===== src/rtl/mips_mem_bridge.sv =====
// ============================================================================
// Module   : mips_mem_bridge
// Purpose  : Bridge between the multicycle MIPS core memory ports and a
//            single-port synchronous word RAM. Maps text/data byte addresses
//            to RAM word indices, sequences the RAM read latency, returns
//            read data with a valid strobe and flags faulting accesses.
// Ports    : clk, rstb (async active-low)
//            core_rd_req/core_rd_addr     - core read request
//            core_wr_ena/core_wr_addr/core_wr_data - core write request
//            core_rd_data/core_rd_valid   - read return (valid is a pulse)
//            core_busy                    - request in flight
//            core_err/err_sticky          - fault pulse / fault since reset
//            ram_addr/ram_wr_data/ram_wr_ena/ram_rd_data - RAM side
//            led                          - MMIO LED register
// Options  : define MIPS_MMIO_LED_EN to map word 32'hFFFF0000 to the LED
//            register; otherwise that address faults and led is tied to 0.
// Revision : 1.0 - initial release
// ============================================================================
`default_nettype none

module mips_mem_bridge #(
  parameter int                N           = 32,
  parameter int                ADDR_W      = 10,
  parameter int                RAM_LATENCY = 2,
  parameter logic [N-1:0]      TEXT_BASE   = 32'h00400000,
  parameter logic [N-1:0]      DATA_BASE   = 32'h10010000
) (
  input  logic              clk,
  input  logic              rstb,
  input  logic              core_rd_req,
  input  logic [N-1:0]      core_rd_addr,
  input  logic              core_wr_ena,
  input  logic [N-1:0]      core_wr_addr,
  input  logic [N-1:0]      core_wr_data,
  output logic [N-1:0]      core_rd_data,
  output logic              core_rd_valid,
  output logic              core_busy,
  output logic              core_err,
  output logic              err_sticky,
  output logic [ADDR_W-1:0] ram_addr,
  output logic [N-1:0]      ram_wr_data,
  output logic              ram_wr_ena,
  input  logic [N-1:0]      ram_rd_data,
  output logic [15:0]       led
);

  localparam logic [2:0] S_IDLE    = 3'd0;
  localparam logic [2:0] S_WRITE   = 3'd1;
  localparam logic [2:0] S_RD_WAIT = 3'd2;
  localparam logic [2:0] S_RD_DONE = 3'd3;
  localparam logic [2:0] S_FAULT   = 3'd4;

  // Each region spans half the RAM: 2^(ADDR_W-1) words = 2^(ADDR_W+1) bytes.
  localparam logic [N-1:0] REGION_BYTES = N'(1) << (ADDR_W + 1);
  localparam logic [N-1:0] MMIO_ADDR    = N'(32'hFFFF0000);
  localparam logic [2:0]   LAST_CNT     = 3'(RAM_LATENCY - 1);

  // Decode result layout: {fault, mmio, word_index}.
  function automatic logic [ADDR_W+1:0] decode(input logic [N-1:0] a);
    logic [N-1:0]      t_off;
    logic [N-1:0]      d_off;
    logic [ADDR_W+1:0] r;
    t_off = a - TEXT_BASE;
    d_off = a - DATA_BASE;
    r     = {2'b10, {ADDR_W{1'b0}}};
    if (a[1:0] != 2'b00) begin
      r = {2'b10, {ADDR_W{1'b0}}};
    end else if ((a >= TEXT_BASE) && (t_off < REGION_BYTES)) begin
      r = {2'b00, 1'b0, t_off[ADDR_W:2]};
    end else if ((a >= DATA_BASE) && (d_off < REGION_BYTES)) begin
      r = {2'b00, 1'b1, d_off[ADDR_W:2]};
`ifdef MIPS_MMIO_LED_EN
    end else if (a == MMIO_ADDR) begin
      r = {2'b01, {ADDR_W{1'b0}}};
`endif
    end
    return r;
  endfunction

  logic [2:0]        r_state;
  logic [2:0]        r_cnt;
  logic [N-1:0]      r_wr_addr;
  logic [N-1:0]      r_wr_data;
  logic [N-1:0]      r_rd_addr;
  logic              r_rd_pend;
  logic              r_fault_rd;
  logic [N-1:0]      r_rd_data;
  logic              r_rd_valid;
  logic              r_err;
  logic              r_sticky;

  logic [ADDR_W+1:0] w_wr_dec;
  logic [ADDR_W+1:0] w_rd_dec;
  logic              w_wr_fault;
  logic              w_wr_mmio;
  logic [ADDR_W-1:0] w_wr_idx;
  logic              w_rd_fault;
  logic              w_rd_mmio;
  logic [ADDR_W-1:0] w_rd_idx;
  logic [15:0]       w_led;

  assign w_wr_dec   = decode(r_wr_addr);
  assign w_rd_dec   = decode(r_rd_addr);
  assign w_wr_fault = w_wr_dec[ADDR_W+1];
  assign w_wr_mmio  = w_wr_dec[ADDR_W];
  assign w_wr_idx   = w_wr_dec[ADDR_W-1:0];
  assign w_rd_fault = w_rd_dec[ADDR_W+1];
  assign w_rd_mmio  = w_rd_dec[ADDR_W];
  assign w_rd_idx   = w_rd_dec[ADDR_W-1:0];

`ifdef MIPS_MMIO_LED_EN
  logic [15:0] r_led;

  always_ff @(posedge clk or negedge rstb) begin
    if (!rstb) begin
      r_led <= 16'h0000;
    end else if ((r_state == S_WRITE) && !w_wr_fault && w_wr_mmio) begin
      r_led <= r_wr_data[15:0];
    end
  end

  assign w_led = r_led;
`else
  assign w_led = 16'h0000;
`endif

  always_ff @(posedge clk or negedge rstb) begin
    if (!rstb) begin
      r_state    <= S_IDLE;
      r_cnt      <= 3'd0;
      r_wr_addr  <= '0;
      r_wr_data  <= '0;
      r_rd_addr  <= '0;
      r_rd_pend  <= 1'b0;
      r_fault_rd <= 1'b0;
      r_rd_data  <= '0;
      r_rd_valid <= 1'b0;
      r_err      <= 1'b0;
      r_sticky   <= 1'b0;
    end else begin
      r_rd_valid <= 1'b0;
      r_err      <= 1'b0;
      case (r_state)
        S_IDLE: begin
          if (core_wr_ena) begin
            r_wr_addr <= core_wr_addr;
            r_wr_data <= core_wr_data;
            r_state   <= S_WRITE;
            // A simultaneous read is parked until the write has retired so it
            // observes the freshly written word.
            if (core_rd_req) begin
              r_rd_addr <= core_rd_addr;
              r_rd_pend <= 1'b1;
            end
          end else if (core_rd_req) begin
            r_rd_addr <= core_rd_addr;
            r_cnt     <= 3'd0;
            r_state   <= S_RD_WAIT;
          end
        end
        S_WRITE: begin
          if (w_wr_fault) begin
            r_fault_rd <= 1'b0;
            r_state    <= S_FAULT;
          end else if (r_rd_pend) begin
            r_rd_pend <= 1'b0;
            r_cnt     <= 3'd0;
            r_state   <= S_RD_WAIT;
          end else begin
            r_state <= S_IDLE;
          end
        end
        S_RD_WAIT: begin
          if (w_rd_fault) begin
            r_fault_rd <= 1'b1;
            r_state    <= S_FAULT;
          end else if (w_rd_mmio || (r_cnt == LAST_CNT)) begin
            r_state <= S_RD_DONE;
          end else begin
            r_cnt <= r_cnt + 3'd1;
          end
        end
        S_RD_DONE: begin
          r_rd_data  <= w_rd_mmio ? {{(N-16){1'b0}}, w_led} : ram_rd_data;
          r_rd_valid <= 1'b1;
          r_state    <= S_IDLE;
        end
        S_FAULT: begin
          r_err    <= 1'b1;
          r_sticky <= 1'b1;
          // A faulting read still completes with zero data so the core
          // never waits forever.
          if (r_fault_rd) begin
            r_rd_data  <= '0;
            r_rd_valid <= 1'b1;
          end
          if (r_rd_pend) begin
            r_rd_pend <= 1'b0;
            r_cnt     <= 3'd0;
            r_state   <= S_RD_WAIT;
          end else begin
            r_state <= S_IDLE;
          end
        end
        default: r_state <= S_IDLE;
      endcase
    end
  end

  always_comb begin
    ram_addr = '0;
    if ((r_state == S_WRITE) && !w_wr_fault && !w_wr_mmio) begin
      ram_addr = w_wr_idx;
    end else if (((r_state == S_RD_WAIT) || (r_state == S_RD_DONE)) &&
                 !w_rd_fault && !w_rd_mmio) begin
      ram_addr = w_rd_idx;
    end
  end

  assign ram_wr_ena    = (r_state == S_WRITE) && !w_wr_fault && !w_wr_mmio;
  assign ram_wr_data   = r_wr_data;
  assign core_busy     = (r_state != S_IDLE);
  assign core_rd_data  = r_rd_data;
  assign core_rd_valid = r_rd_valid;
  assign core_err      = r_err;
  assign err_sticky    = r_sticky;
  assign led           = w_led;

endmodule

`default_nettype wire


===== config.mk =====
export PLATFORM = sky130hd
export DESIGN_NAME = mips_mem_bridge
export DESIGN_NICKNAME = d
export VERILOG_FILES = /design/src/rtl/mips_mem_bridge.sv
export SDC_FILE = /design/constraint.sdc
export NUM_CORES = 1
export LEC_CHECK = 0
export ABC_AREA = 1
export CORE_MARGIN = 4
export CORE_UTILIZATION = 46
export CTS_BUF_LIST = sky130_fd_sc_hd__clkbuf_8
export DETAILED_ROUTE_END_ITERATION = 6
export GPL_ROUTABILITY_DRIVEN = 1
export PLACE_DENSITY = 0.79
export REMOVE_ABC_BUFFERS = 1
export SLEW_MARGIN = 30
export SYNTH_ARGS = -nofsm -noshare
export SYNTH_HDL_FRONTEND = slang
export SYNTH_SLANG_ARGS = --single-unit
export TNS_END_PERCENT = 20

===== constraint.sdc =====
create_clock -name clk -period 2 [get_ports clk]
set_clock_uncertainty 0.05 [all_clocks]
set_input_delay 0.2 -clock clk [delete_from_list [all_inputs] [get_ports clk]]
set_output_delay 0.2 -clock clk [all_outputs]
set_load 0.05 [all_outputs]

### Yosys cells after proc, flatten, opt, wreduce, memory -nomap -nowiden

Index checks and enable logic that the tools add are counted.
W data, S select, Z words.

* bits in registers: 139
* output and inout bits: 95
* word-level logic and storage cells: 104

* add/subtract/negate cells: 5
* order comparisons: 8
* equal/unequal tests: 16
* muxes and demuxes: 35
* reductions and logical operators: 29

Operators with widths (count)
* $lt A32 B12 Y1 const B: 4
* $mux W12: 6
* $ge A32 B23 Y1 const B: 2
* $ge A32 B29 Y1 const B: 2
* $mux W32: 2
* $pmux W32 S2: 1
* $sub A32 B23 Y32 const B: 2
* $sub A32 B29 Y32 const B: 2
* $mux W3: 11
* $pmux W3 S4: 2
* $mux W10: 2
* $ne A2 B2 Y1 const B: 9
* $logic_and A1 B1 Y1: 8
* $reduce_and A2 Y1: 4
* $reduce_bool A2 Y1: 4
* $mux W1: 7
* $eq A3 B1 Y1 const B: 2
* $eq A3 B2 Y1 const B: 2
* $ne A3 B3 Y1 const B: 2
* $reduce_and A6 Y1: 1
* $reduce_bool A3 Y1: 2
* $logic_not A1 Y1: 4
* $pmux W1 S2: 2
* $reduce_and A4 Y1: 1
* 8 further kinds: 9

### Logic depth before layout (Yosys ltp)

* word-level depth: 11
* gate-level depth with buffers: 16

### Least setup slack after synthesis

OpenSTA, ideal clock, no wires.

* path kind: register to output
* start point: register r_rd_addr[21]
* end point: output port ram_addr[1]
* arrival time: 2302 ps
* required time: 1750 ps
* setup slack: -552 ps
* cell stages (with the launch flop): 8
* path buffers: 0
* cells stage by stage: dfrtp_1 nor3_1 nand2_1 nor2_1 nand3_1 nand2_1 nand3_1 o21ai_0

* cells in the longest elaborated chain, start to end: 11
* elaborated cells on any way between the ends: 17
* those cells by class: add/sub: 2; order compare: 4; mux: 5; reduce/logical: 6

RTL lines
* from (decl): RTL line 84 `logic [N-1:0] r_rd_addr;`
* from (signal assigned): RTL line 152 `r_rd_addr <= core_rd_addr;`
* from (signal assigned): RTL line 156 `r_rd_addr <= core_rd_addr;`
* $sub A32 B29 Y32: RTL line 64 `d_off = a - DATA_BASE;`
* $lt A32 B12 Y1: RTL line 70 `end else if ((a >= DATA_BASE) && (d_off < REGION_BYTES)) begin`
* $logic_and A1 B1 Y1: RTL line 70
* $mux W12: RTL line 70
* $mux W12 (*): RTL line 68 `end else if ((a >= TEXT_BASE) && (t_off < REGION_BYTES)) begin`
* $mux W12 (*): RTL line 66 `if (a[1:0] != 2'b00) begin`
* $logic_not A1 Y1: RTL line 215 `!w_rd_fault && !w_rd_mmio) begin`
* $logic_and A1 B1 Y1: RTL line 214 `end else if (((r_state == S_RD_WAIT) || (r_state == S_RD_DONE)) &&`
* $logic_and A1 B1 Y1: RTL line 215
* $mux W10 (*): RTL line 214
* $mux W10 (*): RTL line 212 `if ((r_state == S_WRITE) && !w_wr_fault && !w_wr_mmio) begin`
* to (decl): RTL line 40 `output logic [ADDR_W-1:0] ram_addr,`

Mark *: on every way between the ends. The rest lies on a longest branch, timed or not.

### Worst setup path after layout

* start point: register r_wr_addr[19]
* end point: output port ram_addr[7]

* cells in the longest elaborated chain, start to end: 10
* elaborated cells on any way between the ends: 16
* those cells by class: add/sub: 2; order compare: 4; mux: 4; reduce/logical: 6

RTL lines
* from (decl): RTL line 82 `logic [N-1:0] r_wr_addr;`
* from (signal assigned): RTL line 146 `r_wr_addr <= core_wr_addr;`
* $sub A32 B29 Y32: RTL line 64
* $lt A32 B12 Y1: RTL line 70
* $logic_and A1 B1 Y1: RTL line 70
* $mux W12: RTL line 70
* $mux W12 (*): RTL line 68
* $mux W12 (*): RTL line 66
* $logic_not A1 Y1: RTL line 212
* $logic_and A1 B1 Y1 (2 in series): RTL line 212
* $mux W10 (*): RTL line 212

Marked as above.

==> results.md <==
* Outcome: complete, but fails checks
* Failing checks: setup timing
* # diodes at 0
* Layout cell share with drive strength beyond 1 at between 10% and 20%
* CP Capture Type: output port
* Seq cells post-synth at 139
* Final worst slack at -0.551 ns
* Leading register cell type out of synthesis: dfrtp_1
* Max Root-Sink Buffers at 2
* DR vias/cell at 4.87
* Final hold violations at 0
* # fillers at 985
* Worst hold path type: in -> reg
* FP Rows at 42
* Fin crit period at between 2 and 3 ns
* Leakage at 4.52 nW
* Nets at ~1,100
* Commonest cells post-synth: 239 x nand2_1, 139 x dfrtp_1, 70 x inv_1
* Top-area cell type share of the netlist area at 55.1%
* Die ar. at approximately 16,000 µm²
* Logic pwr share at 48.8%
* CP startpoint kind: register
* Post-Syn Area at roughly 6300 µm²
* DRT Pass-1 Iters at 4
* Max VDD drop at 0.000947 V
* Slowest stage delay, CP at 0.44 ns
* Total grt overflow at 0
* Netlist cell types at 39
* I/O pin count at 227
* Relative slew margins at a little under 60%
* All-Layer GR Usage at 22.0%
* Crit Path Category: reg -> out
* Crit path launch: r_wr_addr[19]
* Pin count of the biggest net entering global routing at 66
* H-tree level count at 4
* Sw Share at a little over two fifths
* PortBufs at 210
* Count leader, synth: nand2_1
* Vias in the first global route at 5,838
* Maximum clock rate at approximately 0.4 GHz
* Critical Path AT at 2.30 ns
* CTS clk-pin slew, worst paths at 0.08 ns
* WHS at 0.230 ns
* Slew @ Worst Pin at approximately 0.6 ns
* Max-slew violation count at 0
* Asr flop ratio synth at 100%
* Die height at 125 µm
* Sequence of cells on the critical path: nor2_2 > nand2_1 > nor2_2 > nand3_1 > nand2_1 > nand2_1 > nor2_2 > nand4_2 > nand2_2 > nand2_4 > inv_6 > nand2_1 > o21ai_2 > buf_12
* Vias post-DR at 5,741
* Tcrit/Tclk final at 128%
* DRC Markers at 0
* Clk Latency, worst-skew pair at 0.45 ns
* Die width at approximately 130 µm
* Met2 usage at 36.3%
* Reg2reg start: r_wr_addr[19]
* Cell internal pwr at 8.49 mW
* Crit path max-delay family: simple AND/OR/NAND/NOR gates
* Slowest-stage cell, CP: dfrtp_1
* Synth warn at 0
* Number of synthesized flops with an enable pin at 0
* Antenna violations before repair at 0
* Placeable Area at 13,300 µm²
* Flop pwr share at approximately a third
* Synthesized netlist cell count at 736
* R2R depth at 17
* Sequential fraction of the synthesis area at 55.1%
* Worst r2r dst: r_cnt[2]
* Critical path capture point: ram_addr[7]
* CTS root buf: clkbuf_8
* WP depth at 14
* Hold_sp: core_wr_data[15]
* P per Cell Area at about 1500 nW/µm²
* Initial Util at a little under half
* Antenna viol nets, final at 0
* Routability congestion estimate at 0.858
* DRT iter0 DRCs at 283
* Worst Path Required at 1.75 ns
* Sink Count at 139
* Cts bufs inserted at 17
* Reg-to-reg setup timing slack at -0.13 ns
* Clock power share at between 10% and 20%
* Met1 Use GR at 26.8%
* CP bufs+invs at 2
* DRT Wirelength at 17,200 µm
* RSZ-0062 raised after global routing: true
* Max-cap check violation count at 0
* Setup TNS at -6.37 ns
* Hpwl dp at 12,400 µm
* Area growth, synth to finish at 53.1%
* Routed len/inst at 14.6 µm
* Top cell type by total area after synthesis: dfrtp_1
* TritonCTS clock tree: done
* First-pass GRT wire length at 28,000 µm
* Critical Path Fanout Max at 5
* Switching pwr at 6.44 mW
* Met3 Resource Use GR at 8.49%
* Crit path top cell by count: nand2_1
* Area contributors post-synth: dfrtp_1 55%, nand2_1 14%, inv_1 4.2%
* Avg Cell Area, Syn at 8.57 µm²
* GR peak layer: met2
* Setup violators final at 17
[metal layers]
| metal | share of wire [%] | wire length [µm] |
|---|---|---|
| met5 | 0 | 0 |
| met4 | 1.8 | 307 |
| met3 | 9.1 | 1560 |
| met2 | 48 | 8300 |
| met1 | 41 | 7080 |
[power groups by stage]
stage | registers (mW) | clock network [mW] | logic (mW)
final | 4.81 | 2.84 | 7.29
after global routing | 4.95 | 3.00 | 7.92
after CTS | 4.75 | 2.87 | 7.21
after detailed placement | 4.77 | 0 | 7.13
after global placement | 4.73 | 0 | 7.02
after floorplan | 6.52 | 0 | 2.58
[cell families (layout without fill, tap and decap cells)]
family | after synthesis | count (layout) | share of synthesized area [%]
simple gates | 376 | 376 | 25.6
flops | 139 | 139 | 55.1
buf+inv | 117 | 369 | 8.57
compound gates | 80 | 80 | 6.61
mux | 19 | 19 | 3.39
fa+ha+maj | 2 | 2 | 0.397
xor+xnor | 2 | 2 | 0.278
other cells | 1 | 16 | 0.0595
[final cells by class]
class / instances / area, µm² / share of cell area [%]
multi-input cells: 495 / 2490 / 25.8
repair buffers: 263 / 2670 / 27.7
clock buffers: 18 / 248 / 2.57
inverters: 74 / 283 / 2.93
repair inverters: 1 / 8.76 / 0.0907
clock inverters: 13 / 248 / 2.57
flip-flops and latches: 139 / 3480 / 36.1
well taps: 176 / 220 / 2.28
[flip-flops by register name, summed over array words and instances, names as in the netlist, 3 cells and up]
signal and flops:
core_rd_data 32, r_rd_addr 32, r_wr_addr 32, ram_wr_data 32, r_cnt 3, r_state 3
[timing repair]
action,CTS,global route
gates cloned,1,0
endpoints found under the setup margin,12,21
gates resized for setup,20,20
hold buffers,1,0
buffers inserted,2,7
hold endpoints to repair,61,0
pin swaps,4,7
[worst reg2reg max path: stages (launching register included)]
cell     delay (ns)
dfrtp_1        0.44
nor2_2         0.13
nand2_1        0.10
nor2_2         0.13
nand3_1        0.08
nand2_1        0.07
nand2_1        0.05
nor2_2         0.11
nand4_2        0.10
nand2_2        0.11
buf_4          0.11
buf_4          0.09
buf_4          0.09
nand2_2        0.05
nand2_4        0.10
nand3_4        0.08
nand2_1        0.07
nand2_1        0.06
[metrics by stage]
stage          instance area, µm²  instances  power, mW  setup WS, ns  utilization (%)
5_1_grt                      9660       1179       15.9        -0.736             72.3
3_5_place_dp                 8920       1137       11.9        -0.171             66.9
2_1_floorplan                6100        708       9.10         -1.47                -
3_3_place_gp                 8920       1137       11.7        -0.121             66.9
6_report                     9660       1179       14.9        -0.551             72.3
4_1_cts                      9520       1172       14.8        -0.576             71.3
[how the worst min path moves through the flow]
| stage | to | slack, ns | cells after the start |
|---|---|---|---|
| 2_1_floorplan | core_err | -0.15 | 0 |
| 3_3_place_gp | r_rd_addr[24] | 0.19 | 1 |
| 3_5_place_dp | r_rd_addr[24] | 0.18 | 1 |
| 4_1_cts | ram_wr_data[15] | 0.20 | 3 |
| 5_1_grt | r_wr_addr[18] | 0.21 | 3 |
| 6_report | ram_wr_data[15] | 0.23 | 3 |
[cell usage in the layout (no fill, tap or decap), types with 7 or more instances in the layout]
cell type          n
conb_1            16
nand2_1          235
nor2_2             7
nor2_1            48
clkbuf_8          18
inv_1             71
o21ai_0           47
o21ai_2            8
mux2_2            19
buf_4             48
clkdlybuf4s50_1  197
bufinv_16          7
a21oi_1           16
buf_12            16
nand3_1           43
nand2_2            9
dfrtp_1          135
nand4_1            9
No activity file was read; power rests on OpenSTA's default activity.
